<file path="src/rtl/debounce_pkg.sv">
// Shared types and default constants for the push-button debouncer.
// The state enum lives here so that other blocks can decode the FSM state.
package debounce_pkg;

    typedef enum logic [1:0] {
        ST_LOW       = 2'd0,
        ST_WAIT_HIGH = 2'd1,
        ST_HIGH      = 2'd2,
        ST_WAIT_LOW  = 2'd3
    } btn_state_e;

    localparam int SYNC_STAGES_DEF = 2;
    localparam int CNT_WIDTH_DEF   = 20;
    localparam int HOLD_WIDTH_DEF  = 26;

endpackage

</file>
<file path="src/rtl/sync_ff.sv">
// Generic multi-flop synchronizer for a single asynchronous level.
// Intended for reuse on any asynchronous input; STAGES must be at least 2.
module sync_ff #(
    parameter int STAGES = 2
) (
    input  logic clk_i,
    input  logic rst_ni,
    input  logic d_i,
    output logic q_o
);

    logic [STAGES-1:0] sync_q;

    // Shift the raw level through the flop chain; the last flop is the safe copy.
    always_ff @(posedge clk_i or negedge rst_ni) begin
        if (!rst_ni) begin
            sync_q <= '0;
        end else begin
            sync_q <= {sync_q[STAGES-2:0], d_i};
        end
    end

    assign q_o = sync_q[STAGES-1];

endmodule

</file>
<file path="src/rtl/btn_debounce.sv">
// Push-button debouncer: synchronizer, stability-window FSM, edge pulses.
// Optional long-press detection is compiled in with `define BTN_DEBOUNCE_HOLD_EN;
// without it hold_o is tied low and no hold counter exists.
// A new level must be seen on btn_sync for 2**CNT_WIDTH consecutive cycles
// (entry cycle included) before btn_o follows it.
module btn_debounce
    import debounce_pkg::*;
#(
    parameter int SYNC_STAGES = SYNC_STAGES_DEF,
    parameter int CNT_WIDTH   = CNT_WIDTH_DEF,
    parameter int HOLD_WIDTH  = HOLD_WIDTH_DEF
) (
    input  logic clk_i,
    input  logic rst_ni,
    input  logic btn_i,
    output logic btn_o,
    output logic rise_o,
    output logic fall_o,
    output logic hold_o
);

    // Last count value seen before commit: the entry cycle plus
    // 2**CNT_WIDTH-1 counted cycles make up the full stability window,
    // so the counter would reach 2**CNT_WIDTH-1 on the commit edge and never wraps.
    localparam logic [CNT_WIDTH-1:0] CNT_LAST = {{(CNT_WIDTH-1){1'b1}}, 1'b0};

    // Elaboration-time guards on the parameter ranges.
    if (SYNC_STAGES < 2 || SYNC_STAGES > 4) begin : g_sync_stages_check
        $error("btn_debounce: SYNC_STAGES must be in 2..4");
    end
    if (CNT_WIDTH < 2) begin : g_cnt_width_check
        $error("btn_debounce: CNT_WIDTH must be at least 2");
    end
    if (HOLD_WIDTH < 1) begin : g_hold_width_check
        $error("btn_debounce: HOLD_WIDTH must be at least 1");
    end

    logic                 btn_sync;
    btn_state_e           state_q, state_d;
    logic [CNT_WIDTH-1:0] cnt_q, cnt_d;
    logic                 btn_q, btn_d;
    logic                 rise_q, rise_d;
    logic                 fall_q, fall_d;

    sync_ff #(
        .STAGES (SYNC_STAGES)
    ) u_sync (
        .clk_i  (clk_i),
        .rst_ni (rst_ni),
        .d_i    (btn_i),
        .q_o    (btn_sync)
    );

    // Register the FSM state, the stability counter and the registered outputs.
    always_ff @(posedge clk_i or negedge rst_ni) begin
        if (!rst_ni) begin
            state_q <= ST_LOW;
            cnt_q   <= '0;
            btn_q   <= 1'b0;
            rise_q  <= 1'b0;
            fall_q  <= 1'b0;
        end else begin
            state_q <= state_d;
            cnt_q   <= cnt_d;
            btn_q   <= btn_d;
            rise_q  <= rise_d;
            fall_q  <= fall_d;
        end
    end

    // Next-state logic: wait out the stability window, abandon it on any reversion.
    always_comb begin
        state_d = state_q;
        cnt_d   = '0;
        btn_d   = btn_q;
        rise_d  = 1'b0;
        fall_d  = 1'b0;
        case (state_q)
            ST_LOW: begin
                if (btn_sync) begin
                    state_d = ST_WAIT_HIGH;
                end
            end
            ST_WAIT_HIGH: begin
                if (!btn_sync) begin
                    state_d = ST_LOW;
                end else if (cnt_q == CNT_LAST) begin
                    state_d = ST_HIGH;
                    btn_d   = 1'b1;
                    rise_d  = 1'b1;
                end else begin
                    cnt_d = cnt_q + CNT_WIDTH'(1);
                end
            end
            ST_HIGH: begin
                if (!btn_sync) begin
                    state_d = ST_WAIT_LOW;
                end
            end
            ST_WAIT_LOW: begin
                if (btn_sync) begin
                    state_d = ST_HIGH;
                end else if (cnt_q == CNT_LAST) begin
                    state_d = ST_LOW;
                    btn_d   = 1'b0;
                    fall_d  = 1'b1;
                end else begin
                    cnt_d = cnt_q + CNT_WIDTH'(1);
                end
            end
            default: begin
                state_d = ST_LOW;
            end
        endcase
    end

    assign btn_o  = btn_q;
    assign rise_o = rise_q;
    assign fall_o = fall_q;

`ifdef BTN_DEBOUNCE_HOLD_EN
    localparam logic [HOLD_WIDTH-1:0] HOLD_MAX = '1;

    logic [HOLD_WIDTH-1:0] hold_cnt_q;
    logic                  hold_done_q;
    logic                  hold_q;

    // Count time spent in ST_HIGH; fire once per press when the count saturates.
    // The fired flag survives release bounces and is only cleared once the button is low.
    always_ff @(posedge clk_i or negedge rst_ni) begin
        if (!rst_ni) begin
            hold_cnt_q  <= '0;
            hold_done_q <= 1'b0;
            hold_q      <= 1'b0;
        end else begin
            hold_q <= 1'b0;
            if (state_q == ST_HIGH) begin
                if (hold_cnt_q != HOLD_MAX) begin
                    hold_cnt_q <= hold_cnt_q + HOLD_WIDTH'(1);
                end else if (!hold_done_q) begin
                    hold_q      <= 1'b1;
                    hold_done_q <= 1'b1;
                end
            end else begin
                hold_cnt_q <= '0;
            end
            if (state_q == ST_LOW || state_q == ST_WAIT_HIGH) begin
                hold_done_q <= 1'b0;
            end
        end
    end

    assign hold_o = hold_q;
`else
    assign hold_o = 1'b0;
`endif

endmodule
</file>
<file path="config.mk">
export PLATFORM = sky130hd
export DESIGN_NAME = btn_debounce
export DESIGN_NICKNAME = d
export VERILOG_FILES = /design/src/rtl/debounce_pkg.sv /design/src/rtl/sync_ff.sv /design/src/rtl/btn_debounce.sv
export SDC_FILE = /design/constraint.sdc
export NUM_CORES = 1
export LEC_CHECK = 0
export CORE_UTILIZATION = 55
export DETAILED_ROUTE_END_ITERATION = 10
export HOLD_SLACK_MARGIN = 0.02
export MAX_ROUTING_LAYER = met4
export PLACE_DENSITY = 0.72
export SYNTH_ARGS = -nofsm -noshare
export SYNTH_HDL_FRONTEND = slang
export SYNTH_SLANG_ARGS = --single-unit
</file>
<file path="constraint.sdc">
create_clock -name clk_i -period 3.72 [get_ports clk_i]
set_clock_uncertainty 0.15 [all_clocks]
set_input_delay 0.744 -clock clk_i [delete_from_list [all_inputs] [get_ports clk_i]]
set_output_delay 0.744 -clock clk_i [all_outputs]
set_load 0.005 [all_outputs]
</file>
# [Word level (Yosys, flattened, before mapping)]
# Index checks and enable logic that the tools add are counted.
[word_totals] ff_bits=27 in_bits=3 out_inout_bits=4 elab_cells=44
[classes] add_sub_neg=1 mux=21 n_reduce_logical=4 n_eq_ne=12
[ops] op="20-bit 2-to-1 mux" n=3
[ops] op="20-bit case mux with 2 select lines" n=1
[ops] op="20-bit by 1-bit adder with 20-bit output (second input constant)" n=1
[ops] op="20-bit == test (second input constant)" n=1
[ops] op="2-bit 2-to-1 mux" n=6
[ops] op="1-bit 2-to-1 mux" n=9
[ops] op="2-bit inequality test (second input constant)" n=4
[ops] op="2-bit case mux with 4 select lines" n=1
[ops] op="5-bit AND reduction" n=1
[ops] op="2-bit == test (second input constant)" n=2
[ops] op="2-bit by 1-bit inequality test with 1-bit output (second input constant)" n=2
[ops] op="4-bit AND reduction" n=1
[ops] op="3-bit by 2-bit inequality test with 1-bit output (second input constant)" n=1
[ops] op="3-bit inequality test (second input constant)" n=1
[ops] op="2-bit by 1-bit == test with 1-bit output (second input constant)" n=1
[ops] op="2-bit zero test" n=1
[ops] op="1-bit case mux with 2 select lines" n=1
[ops] op="2-bit nonzero test" n=1

# [Depth between registers and ports, before layout]
# Gate-level depths: netlist of the first run.
[logic_depth] word_depth=4 depth_mapped=7 depth_no_buf=6

# [Cells and area by module]
# A second synthesis of the first run with hierarchy kept.
[hier_totals] cells_unflattened=125 area_unflattened_um2=1271.2
[by_module_without_submodules] mod="btn_debounce" area_each_um2=1221.2 cells_per_inst=123 instances=1 seq_area_each_um2=625.6
[by_module_without_submodules] mod="sync_ff" area_each_um2=50.0 cells_per_inst=2 instances=1 seq_area_each_um2=50.0

# [Worst setup path before layout of the first run]
# OpenSTA, ideal clock, no wires.
[synth_timing] path_kind="register to register" startpoint="reg cnt_q[0]" endpoint="reg (tool-made name)" arrival_ns=1.689 t_required_ns=3.445 path_buffers=0 period_less_slack_ns=1.964 setup_time_ns=0.125 path_slack_ns=1.756 path_stages_with_launch=7 cell_sequence="dfrtp_1 > inv_1 > ha_1 > nand2_1 > or3b_1 > or3_4 > mux2_4"
[synth_rtl] item="start: declaration" line="btn_debounce.sv:40" text="logic [CNT_WIDTH-1:0] cnt_q, cnt_d;"
[synth_rtl] item="start signal: assignment" line="btn_debounce.sv:64" text="cnt_q <= cnt_d;"

==> results of run 1 <==
-- registers in the layout (all words and copies together) (netlist names), named ones only --
signal and flops:
cnt_q 20, btn_o 1, state_q 1, u_sync.sync_q 2, rise_o 1, fall_o 1
-- cell type report --
class / instances / area share [%]
clock inverters: 1 / 0.368
flip-flops and latches: 27 / 49.7
inverters: 4 / 1.10
well taps: 27 / 2.49
repair buffers: 7 / 4.79
clock buffers: 3 / 1.66
multi-input cells: 86 / 39.9
-- cell families (layout without fill, tap and decap cells) --
kind of cell | count (synthesis) | in the layout
and+or+nand+nor | 53 | 53
DFF | 27 | 27
AOI/OAI and AO/OA | 16 | 16
xor gates and xnor gates | 13 | 13
buffers and inverters | 11 | 15
adders and majority gates | 2 | 2
other | 1 | 1
muxes | 1 | 1
-- routing by layer --
| metal | track usage (%) | vias to the layer above | part of all wire [%] |
|---|---|---|---|
| met2 | 33.1 | 15 | 48 |
| met1 | 25.2 | 425 | 47 |
| met5 | - | - | 0 |
| li1 | - | 438 | - |
| met4 | 6.19 | 0 | 1.6 |
| met3 | 6.48 | 4 | 3.8 |
-- Yosys cell counts, types with 4 or more instances --
library cell,count
a21oi_1,6
and2_1,4
clkbuf_1,4
dfrtp_1,27
inv_1,4
nand2_1,7
nand3_1,7
nand4_1,7
nor2_1,15
o31ai_1,5
or4_1,4
xor2_1,12
-- power breakdown --
group          internal [mW]  leakage, nW  switching (mW)
registers              0.296        0.369         0.00238
clock network         0.0402       0.0177          0.0796
logic                0.00506        0.180          0.0114
-- worst max path at each step --
stage          startpoint   endpoint  slack (ns)  cells after the start
2_1_floorplan    cnt_q[0]  flip-flop        1.76                      6
6_report         cnt_q[2]  flip-flop        1.45                      4
4_1_cts          cnt_q[2]  flip-flop        1.45                      4
3_5_place_dp     cnt_q[2]  flip-flop        1.49                      4
3_3_place_gp     cnt_q[2]  flip-flop        1.53                      4
5_1_grt          cnt_q[2]  flip-flop        1.33                      4
-- stage by stage --
stage	worst slack, ns	power, mW	instances	utilization, %
6_report	1.45	0.435	155	65.9
5_1_grt	1.33	0.457	155	65.9
4_1_cts	1.45	0.443	155	65.9
3_5_place_dp	1.49	0.321	151	64.6
3_3_place_gp	1.53	0.320	151	64.6
2_1_floorplan	1.76	0.311	124	-
==> run summary, run 1 <==
Synth top area cells - dfrtp_1, xor2_1, nor2_1
Hold/Removal Path Class - reg -> reg
Synth Warn # - 0
DRC - 0
Status - completed
Initial antenna violation count - 0
CP startpoint kind - flip-flop
RR Startpoint - cnt_q[2]
Nets - 134
Multiplexer share of the synthesized area - 1.19%
Antenna-violating nets left - 0
Total grt overflow - 0
Worst-path fanout max - 11
Fin. Hold Viols - 0
Syn_nets - 129
Die Ht - 50.0 um
Max Cap Violations - 0
Die width - 50.0 um
Area fraction in compound gates after synthesis - 7.72%
Synth Area in Simple Gates - 22.7%
Post-route minimum period - 2.27 ns
Worst path cell trace - and4_1 > or3b_1 > or3_4 > mux2_4
Worst-Skew Late Latency - 0.32 ns
Commonest non-fill, non-tap cell in the layout - dfrtp_1
Yosys cell types - 26
Adder-cell area share of the yosys netlist - 1.98%
# setup viols final - 0
Vias in the first global route - 856
Pin count of the biggest net entering global routing - 28
I/O pins - 7
Sequential cell area - 676 um^2
DR vias/cell - 5.69
Synth Instances - 124
Yosys top cell by area - dfrtp_1
Post-synth top area share - 53.4%
Arr. time, crit path - 2.33 ns
Synthesis-to-finish area growth - 7.42%
Path depth of the worst reg2reg path - 4
Post-CTS setup buffers - 0
Initial Utilization - 61.3%
Crit path required time - 3.78 ns
Synth Register Bits - 27
Family with the most delay on the worst path - simple AND/OR/NAND/NOR gates
Port Buf Inserts - 5
Dpl cell area - 1330 um^2
Worst Hold Endpoint - u_sync.sync_q[1]
CTS resizes - 0
Clock transition at path regs - 0.14 ns
Flop2flop setup slack - 1.45 ns
Critical path class - reg -> reg
# fillers - 161
CORE AREA - 2060 um^2
F_max - 0.441 GHz
Clock Sinks - 27
Mean routed wirelength per cell - 13.7 um
EDFF count, synth - 0
Inserted Clock Buffers - 3
CTS tree - built
CTS root buffer - clkbuf_4
Fin area - 1360 um^2
Worst hold slack - 0.223 ns
Post-Synth XOR/XNOR Area - 9.00%
PwrDens - 320 nW/um^2
CP max stage cell - dfrtp_1
Final Max Tran Viols - 0
Layout cells sized above 1 - 6.25%
VDD IR-drop max - 0.272 mV
Worst hold stages - 0
Setup_tns - 0 ns
H-tree depth - 1
Antenna fix cells - 0
Most frequent cells in the layout - dfrtp_1, nor2_1, xor2_1
Global placement routability congestion - 0.742
Mapped Area - 1260 um^2
Min-delay src - u_sync.sync_q[0]
Largest family of logic cells by synthesized area - simple AND/OR/NAND/NOR gates
DRT Pass-1 Iters - 4
Clk buf depth - 2
Final worst-path cycle share - 61.0%
First-pass GRT wire length - 3720 um
Async S/R FF share, synth - 100%
Avg Cell Area, Syn - 10.2 um^2
All-Layer GR Usage - 20.8%
Pleak - 0.567 nW
Drt initial violations - 9
Synth Flop Type - dfrtp_1
Seq/Total Area, Yosys - 53.4%
RSZ-0062 raised after global routing - false
Crit end category - flip-flop
Post-CTS Hold Fix Bufs - 0
Area of the multi-input gates - 542 um^2
Die ar. - 2500 um^2
Critical path's largest stage delay - 0.44 ns
Critical path buffer and inverter count - 0
Site Rows - 16
Via count - 882
DP HPWL - 1450 um
Drt total wl - 2120 um
No activity file was read; power rests on OpenSTA's default activity.
==> inputs of run 2 (changes only) <==
- clock period: 3.72 -> 2.13 ns (I/O delays scaled with it)
==> run 2 against run 1 <==
Against the previous run: first-iteration DRC count increased by 140%; clock-buffer cell count grew 1; clock power up 81%; worst hold slack improved by 0.0034 ns; combinational power rose by 74%; critical path type unchanged.
==> run summary, run 2 (synthesis results as in run 1) <==
Path depth of the worst reg2reg path - 6 (+2)
Arr. time, crit path - 2.14 ns (-0.19 ns)
Post-route minimum period - 2.07 ns (-0.201 ns)
CTS root buffer - clkbuf_4
Most frequent cells in the layout - dfrtp_1, nor2_1, xor2_1
Critical path class - reg -> reg
Die width - 50.0 um (unchanged)
Antenna fix cells - 0 (unchanged)
Drt initial violations - 22 (+13)
Fin. Hold Viols - 0 (unchanged)
Initial Utilization - 61.3% (unchanged)
Worst hold slack - 0.226 ns (+0.00336 ns)
Crit end category - flip-flop
Min-delay src - u_sync.sync_q[0]
DR vias/cell - 5.77 (+1.3%)
I/O pins - 7 (unchanged)
CORE AREA - 2060 um^2 (unchanged)
Clock Sinks - 27 (unchanged)
Pin count of the biggest net entering global routing - 28 (unchanged)
Mean routed wirelength per cell - 13.4 um (-1.9%)
CTS resizes - 0 (unchanged)
Port Buf Inserts - 5 (unchanged)
Clock transition at path regs - 0.14 ns (about the same)
Setup_tns - 0 ns (unchanged)
VDD IR-drop max - 0.442 mV (+62%)
First-pass GRT wire length - 3800 um (+2.2%)
Drt total wl - 2120 um (about the same)
CTS tree - built
Pleak - 0.579 nW (+2.2%)
Site Rows - 16 (unchanged)
Worst-Skew Late Latency - 0.33 ns (about the same)
CP startpoint kind - flip-flop
Commonest non-fill, non-tap cell in the layout - dfrtp_1
Die Ht - 50.0 um (unchanged)
Antenna-violating nets left - 0 (unchanged)
Vias in the first global route - 871 (+1.8%)
Layout cells sized above 1 - 7.63% (+1.4 points)
Nets - 137 (+2.2%)
DRC - 0 (unchanged)
DP HPWL - 1470 um (+1.3%)
Inserted Clock Buffers - 3 (unchanged)
Status - completed
Final Max Tran Viols - 0 (unchanged)
# fillers - 164 (+1.9%)
Hold/Removal Path Class - reg -> reg
Die ar. - 2500 um^2 (unchanged)
Top reg by flops - cnt_q
PwrDens - 556 nW/um^2 (+74%)
RSZ-0062 raised after global routing - false
Worst Setup SP - cnt_q[0]
All-Layer GR Usage - 21.3% (+0.50 points)
Final worst-path cycle share - 97.1% (+36 points)
Worst Hold Endpoint - u_sync.sync_q[1]
Worst hold stages - 0 (unchanged)
Post-CTS Hold Fix Bufs - 0 (unchanged)
Global placement routability congestion - 0.770 (+3.9%)
# setup viols final - 0 (unchanged)
F_max - 0.484 GHz (+9.7%)
Largest register FFs - 20 (unchanged)
Max Cap Violations - 0 (unchanged)
DRT Pass-1 Iters - 4 (unchanged)
RR Startpoint - cnt_q[0]
Worst-path fanout max - 5 (-6)
Clk buf depth - 2 (unchanged)
Largest registers - cnt_q: 20 flops, u_sync.sync_q: 2 flops
Via count - 911 (+3.3%)
Total grt overflow - 0 (unchanged)
Crit path required time - 2.20 ns (-1.58 ns)
Synthesis-to-finish area growth - 9.10%
Post-CTS setup buffers - 0 (unchanged)
Flop2flop setup slack - 0.06 ns (-1.39 ns)
Final Util - 66.9% (+1.0 points)
Initial antenna violation count - 0 (unchanged)
H-tree depth - 1 (unchanged)
run 2: final cells by class:
type	count	area [um^2]	share of cell area, %
repair buffers	10	87.6	6.35
flip-flops and latches	27	676	49.0
clock buffers	4	26.3	1.90
multi-input cells	86	542	39.3
well taps	27	33.8	2.45
inverters	4	15.0	1.09
run 2: worst max path at each step:
stage                            to  slack (ns)  cells after the start
after floorplan           flip-flop        0.17                      6
after global placement    flip-flop        0.14                      6
after detailed placement  flip-flop         0.1                      6
after CTS                 flip-flop        0.07                      6
after global routing      flip-flop       0.003                      6
final                     flip-flop        0.06                      6
run 2: critical path, cell delays in order, from the launching register on:
cell     delay (ns)
dfrtp_1        0.43
inv_1          0.07
ha_1           0.14
nand2_1        0.04
or3b_1         0.41
or3_4          0.41
mux2_4         0.30
run 2: routing by layer:
layer / routed length [um] / track usage, % / vias up
met4: 40 / 10.0 / 0
li1: - / - / 443
met5: 0 / - / -
met1: 1020 / 28.1 / 448
met3: 59 / 3.70 / 4
met2: 997 / 31.8 / 16
run 2: per-stage QoR:
step / instances / power [mW] / instance area [um^2] / worst slack (ns)
3_5_place_dp: 154 / 0.561 / 1350 / 0.0968
2_1_floorplan: 124 / 0.543 / 1260 / 0.166
3_3_place_gp: 154 / 0.559 / 1350 / 0.139
6_report: 158 / 0.767 / 1380 / 0.0619
4_1_cts: 158 / 0.771 / 1380 / 0.0686
5_1_grt: 158 / 0.794 / 1380 / 0.00282
run 2: power by group:
group	internal (mW)	switching (mW)	leakage, nW
clock network	0.0734	0.144	0.0150
registers	0.517	0.00390	0.369
logic	0.00880	0.0199	0.195
total	0.599	0.168	0.579
